--- config.mk ---
export PLATFORM = sky130hd
export DESIGN_NAME = vga_plot_sink
export DESIGN_NICKNAME = d
export VERILOG_FILES = /design/src/rtl/vga_plot_sink.sv
export SDC_FILE = /design/constraint.sdc
export NUM_CORES = 1
export LEC_CHECK = 0
export ABC_AREA = 1
export BUFFER_PORTS_ARGS = -buffer_cell sky130_fd_sc_hd__clkbuf_2
export CORE_UTILIZATION = 54
export DETAILED_ROUTE_END_ITERATION = 7
export GPL_TIMING_DRIVEN = 0
export PLACE_DENSITY = 0.76
export RECOVER_POWER = 50
export SETUP_SLACK_MARGIN = 0.02
export SLEW_MARGIN = 15
export SYNTH_ARGS = -nofsm -noshare
export SYNTH_HDL_FRONTEND = slang
export SYNTH_SLANG_ARGS = --single-unit
--- constraint.sdc ---
create_clock -name clock_50 -period 2.1 [get_ports clock_50]
set_input_delay 0.42 -clock clock_50 [delete_from_list [all_inputs] [get_ports clock_50]]
set_output_delay 0.42 -clock clock_50 [all_outputs]
set_load 0.01 [all_outputs]
--- src/rtl/vga_plot_sink.sv ---
`default_nettype none
// ============================================================================
//  Module      : vga_plot_sink
//  Description : Receiving end of the pixel-plot bus. Each plot is optionally
//                clipped to the screen, converted to a frame-memory address,
//                queued in a DEPTH-entry FIFO and written through a req/ack
//                port via a one-entry output register. Counts dropped pixels.
//                Optional feature macro: PLOT_SINK_CLIP_EN (enables the
//                off-screen clip check and clip_count).
//  Revision    : 1.0 - initial release
// ============================================================================
module vga_plot_sink #(
    parameter int DEPTH    = 8,
    parameter int SCREEN_W = 160,
    parameter int SCREEN_H = 120
) (
    input  logic        clock_50,
    input  logic        resetn,
    input  logic        vga_plot,
    input  logic [7:0]  vga_x,
    input  logic [7:0]  vga_y,
    input  logic [2:0]  vga_color,
    output logic        mem_wr_req,
    output logic [14:0] mem_addr,
    output logic [2:0]  mem_data,
    input  logic        mem_wr_ack,
    output logic        busy,
    output logic [7:0]  ovf_count,
    output logic [7:0]  clip_count
);

    localparam int c_AW = $clog2(DEPTH);

    // FIFO storage: {address, colour}
    logic [17:0]   fifo_mem [0:DEPTH-1];
    logic [c_AW:0] wr_ptr_q, wr_ptr_d;
    logic [c_AW:0] rd_ptr_q, rd_ptr_d;

    logic          out_valid_q, out_valid_d;
    logic [14:0]   out_addr_q,  out_addr_d;
    logic [2:0]    out_data_q,  out_data_d;
    logic [7:0]    ovf_q,       ovf_d;

    logic          w_empty;
    logic          w_full;
    logic          w_xfer;
    logic          w_pop;
    logic          w_onscreen;
    logic          w_push_req;
    logic          w_push;
    logic [14:0]   w_addr;
    logic [17:0]   w_head;

    assign w_empty = (wr_ptr_q == rd_ptr_q);
    assign w_full  = (wr_ptr_q[c_AW] != rd_ptr_q[c_AW]) &&
                     (wr_ptr_q[c_AW-1:0] == rd_ptr_q[c_AW-1:0]);
    assign w_head  = fifo_mem[rd_ptr_q[c_AW-1:0]];

    // Acknowledge only counts while a request is actually presented
    assign w_xfer  = out_valid_q && mem_wr_ack;
    assign w_pop   = !w_empty && (!out_valid_q || w_xfer);

    // y*160 + x as shifts; truncated to 15 bits so out-of-range input wraps
    assign w_addr  = ({7'd0, vga_y} << 7) + ({7'd0, vga_y} << 5) + {7'd0, vga_x};

`ifdef PLOT_SINK_CLIP_EN
    localparam logic [8:0] c_SCREEN_W = 9'(SCREEN_W);
    localparam logic [8:0] c_SCREEN_H = 9'(SCREEN_H);

    logic [7:0] clip_q, clip_d;

    assign w_onscreen = ({1'b0, vga_x} < c_SCREEN_W) && ({1'b0, vga_y} < c_SCREEN_H);

    // Saturating count of off-screen plots
    always_comb begin
        clip_d = clip_q;
        if (vga_plot && !w_onscreen && (clip_q != 8'hFF)) begin
            clip_d = clip_q + 8'd1;
        end
    end

    // Clip counter register
    always_ff @(posedge clock_50 or negedge resetn) begin
        if (!resetn) begin
            clip_q <= 8'd0;
        end else begin
            clip_q <= clip_d;
        end
    end

    assign clip_count = clip_q;
`else
    assign w_onscreen = 1'b1;
    assign clip_count = 8'd0;
`endif

    assign w_push_req = vga_plot && w_onscreen;
    // A full FIFO can still accept when its head leaves in the same cycle
    assign w_push     = w_push_req && (!w_full || w_pop);

    // FIFO data array; contents need no reset since pointers gate validity
    always_ff @(posedge clock_50) begin
        if (w_push) begin
            fifo_mem[wr_ptr_q[c_AW-1:0]] <= {w_addr, vga_color};
        end
    end

    // Next-state for pointers, output register and overflow counter
    always_comb begin
        wr_ptr_d    = wr_ptr_q;
        rd_ptr_d    = rd_ptr_q;
        out_valid_d = out_valid_q;
        out_addr_d  = out_addr_q;
        out_data_d  = out_data_q;
        ovf_d       = ovf_q;
        if (w_push) begin
            wr_ptr_d = wr_ptr_q + 1'b1;
        end
        if (w_pop) begin
            rd_ptr_d    = rd_ptr_q + 1'b1;
            out_valid_d = 1'b1;
            out_addr_d  = w_head[17:3];
            out_data_d  = w_head[2:0];
        end else if (w_xfer) begin
            out_valid_d = 1'b0;
        end
        if (w_push_req && !w_push && (ovf_q != 8'hFF)) begin
            ovf_d = ovf_q + 8'd1;
        end
    end

    // State registers; reset drops any queued or pending pixel at once
    always_ff @(posedge clock_50 or negedge resetn) begin
        if (!resetn) begin
            wr_ptr_q    <= '0;
            rd_ptr_q    <= '0;
            out_valid_q <= 1'b0;
            out_addr_q  <= 15'd0;
            out_data_q  <= 3'd0;
            ovf_q       <= 8'd0;
        end else begin
            wr_ptr_q    <= wr_ptr_d;
            rd_ptr_q    <= rd_ptr_d;
            out_valid_q <= out_valid_d;
            out_addr_q  <= out_addr_d;
            out_data_q  <= out_data_d;
            ovf_q       <= ovf_d;
        end
    end

    assign mem_wr_req = out_valid_q;
    assign mem_addr   = out_addr_q;
    assign mem_data   = out_data_q;
    assign busy       = !w_empty || out_valid_q;
    assign ovf_count  = ovf_q;

endmodule
`default_nettype wire

# Yosys cells after proc, flatten, opt, wreduce, memory -nomap -nowiden
# Memory sizes are Yosys's and may differ from the RTL's. A register that Yosys moved wholly into a read port is not among the register bits.
# Index checks and enable logic that the tools add are counted.
# totals
regBits,17
wordCells,33
out_inout_bits,36
mem_bits_rw,144
n_memories,1
# memory_table
memory,words,word_bits,rd,rd_clocked_by_memory_dff,write_ports,line_no,source
fifo_mem,8,18,1,1,1,35,logic [17:0] fifo_mem [0:DEPTH-1];
# classes
n_reduce_logical,15
n_addsub,5
eq_ne,4
n_mux,4
# ops
cell,count
$add 15x13->15,1
$add 15x8->15,1
$add 4x1->4 const B,2
$add 8x1->8 const B,1
$ne 8x8->1 const B,1
$logic_and 1x1->1,6
$logic_not 1->1,5
$eq 4x4->1,1
$mux 1,4
$eq 3x3->1,1
$logic_or 1x1->1,3
$reduce_bool 2->1,1
$ne 1x1->1,1

# Longest topological paths before layout
# depth
ltp_word,8
depth_mapped,11

# Least setup slack after synthesis
# No wires, ideal clock.
# synth_timing
path_kind,input -> register
from,input vga_x[7]
to,"memory fifo_mem[0][17], data pin"
setup_slack_ns,-0.210
arrival_ns,2.027
n_path_buf,0
path_stages,11
setup_time_ns,0.283
required_ns,1.817
cell_sequence,inv_1 > fa_1 > inv_1 > fa_1 > nand3_1 > nand2_1 > nand3_1 > or2_2 > nand2_1 > nand2_1 > nand2_1
# synth_between
elab_chain_len,1
# synth_rtl
item,line_no,source
start: declaration,20,"input logic [7:0] vga_x,"
$add 15x8->15,64,"assign w_addr = ({7'd0, vga_y} << 7) + ({7'd0, vga_y} << 5) + {7'd0, vga_x};"
named net w_addr[14],51,logic [14:0] w_addr;
end: declaration,35,
# The timed path passes the listed nets, and every way through them passes these cells.

# Worst setup path in the final report
# layout_timing
from,input vga_y[2]
to,"memory fifo_mem[1][16], data pin"
# layout_between
elab_chain_len,2
# layout_rtl
item,line_no,source
start: declaration,21,"input logic [7:0] vga_y,"
$add 15x13->15,64,
$add 15x8->15,64,
named net w_addr[13],51,
# The timed path passes the listed nets, and every way through them passes these cells.

==> impl_metrics.toml <==
[timing]
final.setup.tns_ns = 0
setup_ws_ns = 0.0924
worstMarginPinSlew_ns = 0.997
finalCritPeriodShare = 0.956
layout_min_cycle_time_ns = 2.01
rsz0062_at_grt = "true"
setup_violations = 0
drv_slew = 0
fin_skew_ns = 0.0109
fmax_ghz = 0.498
relSlewSlack = 0.336
hold_viol = 0

[status]
status = "finished clean"

[pwr]
leakage_uw = 0.00365
seq_power_share = 0.383
switching_share = 0.387
pwr-share-clk = 0.222
p_switching_uw = 4920
combPwrFrac = 0.395
internal_power_uw = 7810
peakVddDrop_v = 0.000796
p_per_area_nw_per_um2 = 1380

[synth]
ys_seq_area_frac = 0.662
syn_inst = 697
netlist_area_um2 = 7850
synth_seq_cells = 179
yosysTopAreaCellShare = 0.551
synth_top_cell_by_area = "edfxtp_1"
yosys_warnings = 0
synth_cell_types = 35
avgSynthCellArea_um2 = 11.3
ys_top_cells_by_area = "edfxtp_1, dfrtp_1, nand2_1"

[worst_setup_path]
crit_path_end_kind = "flip-flop"
cpMaxStageDelayCell = "fa_1"
crit_family = "adder cells"
worstPathArrival_ns = 2.17
slowest_delay_ns = 0.54
required_ns = 2.27
path_buf_inv = 3
crit_fanout = 8
path_cells = "clkbuf_2, inv_8, fa_1, inv_2, ha_4, nand3_2, nand2_2, nand3_2, or2_4, nand3_2, nand2_4"
cp_common_cell = "nand3_2"
startpoint_type = "input pin"
crit_type = "input pin to flip-flop"

[die]
core.rowCount = 43
core_area_um2 = 14000
die_w_um = 123
dieArea_um2 = 15000
io_pins = 59
start_util = 0.559
dieHeight_um = 123

[global_route]
overflow = 0
grt_usage = 0.258
grt_pass1_vias = 5433
grt_pass1_wl_mm = 28.1
grt_max_degree = 36
antenna_found_initial = 0

[drt]
wire_per_inst_um = 18.6
via_per_inst = 5.74
firstDrtPassIters = 5
drt-initial-drc-count = 542
ant_nets = 0
via_count = 5633
drc_errors = 0
drt_wl_total_mm = 18.2

[clock_network]
cts_buffers = 17
clk_latency_ns = 0.43
cts_tree = "built"
clk_pin_slew_ns = 0.07
htreeDepth = 4
ctsRootBufferMaster = "clkbuf_16"
clk_path_buf_depth = 2
clock-sinks = 179

[place]
dp_slack_ns = -0.512
place_congestion = 0.814
post-dp-hpwl_mm = 11.9
io_buffers = 50

[cells_and_area]
synthToLayoutAreaGrowth_pct = 17.4
nets = 832
final_cell_mix = "nand2_1, edfxtp_1, nor2_1, o21ai_0, clkbuf_1"
diodes = 0
layout-drive-gt1-share = 0.170
final_common_cell = "nand2_1"

[flow_run]
maxCapViolations = 0

[min_path]
hp-class = "input pin to asynchronous set/reset pin"
sequential cells by signal, summed over array words and instances, names as in the netlist:
signal,flops
mem_wr_req,1
mem_addr,15
rd_ptr_q,4
fifo_mem,144
mem_data,3
wr_ptr_q,4
ovf_count,8
cells in the mapped netlist:
library cell,count
nor2_2,1
nand2_1,171
nand2_4,3
nor3_1,1
fa_1,2
inv_2,9
dfrtp_1,35
buf_6,4
ha_1,18
buf_1,1
buf_4,15
clkbuf_1,8
a21oi_1,4
o21ai_0,51
xor2_1,11
or2_2,2
nor2_8,1
o21ai_1,23
o22ai_1,36
nand4_1,2
buf_2,12
clkbuf_2,1
xor2_2,1
nor2_1,89
inv_4,1
nor2_4,1
inv_1,16
o21ai_2,2
edfxtp_1,144
a211oi_1,2
nand2_2,5
conb_1,1
xnor2_1,1
nand3_1,21
nand4_4,2
worst paths after layout:
kind / start / endpoint / slack [ns] / depth (start not counted)
min in group clock_50: mem_wr_ack / mem_wr_req / 0.30 / 4
max in group asynchronous: resetn / mem_addr[7] / 1.33 / 1
max reg2reg: rd_ptr_q[2] / fifo_mem[2][5] / 0.13 / 10
max: vga_y[2] / fifo_mem[1][16] / 0.09 / 11
min: resetn / wr_ptr_q[2] / 0.15 / 1
min reg2reg: mem_addr[0] / mem_addr[0] / 0.48 / 2
kinds of logic (layout without fill, tap and decap cells):
group                      Yosys count  after routing  share of synthesized area
and+or+nand+nor                    299            299                      0.160
DFF                                179            179                      0.662
AOI/OAI and AO/OA                  118            118                     0.0825
buffers and inverters               67            164                     0.0454
adders and majority gates           20             20                     0.0338
xor gates and xnor gates            13             13                     0.0155
other                                1              8                   0.000478
routing by layer:
metal,up-vias,GRT usage,part of all wire
li1,2582,-,-
met1,2711,0.341,0.39
met2,298,0.415,0.49
met3,42,0.0507,0.097
met4,0,0.114,0.024
met5,-,0,0
repair_timing:
item	4_1_cts	5_1_grt
gates resized for setup	5	16
pin swaps	3	4
hold buffers	0	0
setup endpoints to repair	111	181
gates cloned	0	0
setup buffers	6	3
metrics by stage:
step,area (um2),total power [uW],hold slack [ns],cells,util
finish,9220,12700,0.146,981,0.656
global placement,8430,9440,0.465,934,0.600
CTS,9190,12600,0.175,978,0.655
floorplan,7950,8120,0.124,704,-
detailed placement,8550,9720,0.464,941,0.609
global route,9220,13400,0.218,981,0.656
cell type report:
class	count	area [um2]
Fill cell	1037	4830
Inverter	26	110
Clock buffer	23	448
Timing Repair Buffer	66	447
Multi-Input combinational cell	458	2470
Tap cell	180	225
Sequential cell	179	5200
Buffer	41	248
Clock inverter	8	62.6
power groups by stage:
stage | combinational [uW] | sequential (uW) | clock [uW]
6_report | 5030 | 4880 | 2820
5_1_grt | 5510 | 4930 | 2980
4_1_cts | 4950 | 4880 | 2820
3_5_place_dp | 4780 | 4950 | 0
3_3_place_gp | 4510 | 4930 | 0
2_1_floorplan | 3140 | 4980 | 0
No activity file was read; power rests on OpenSTA's default activity.
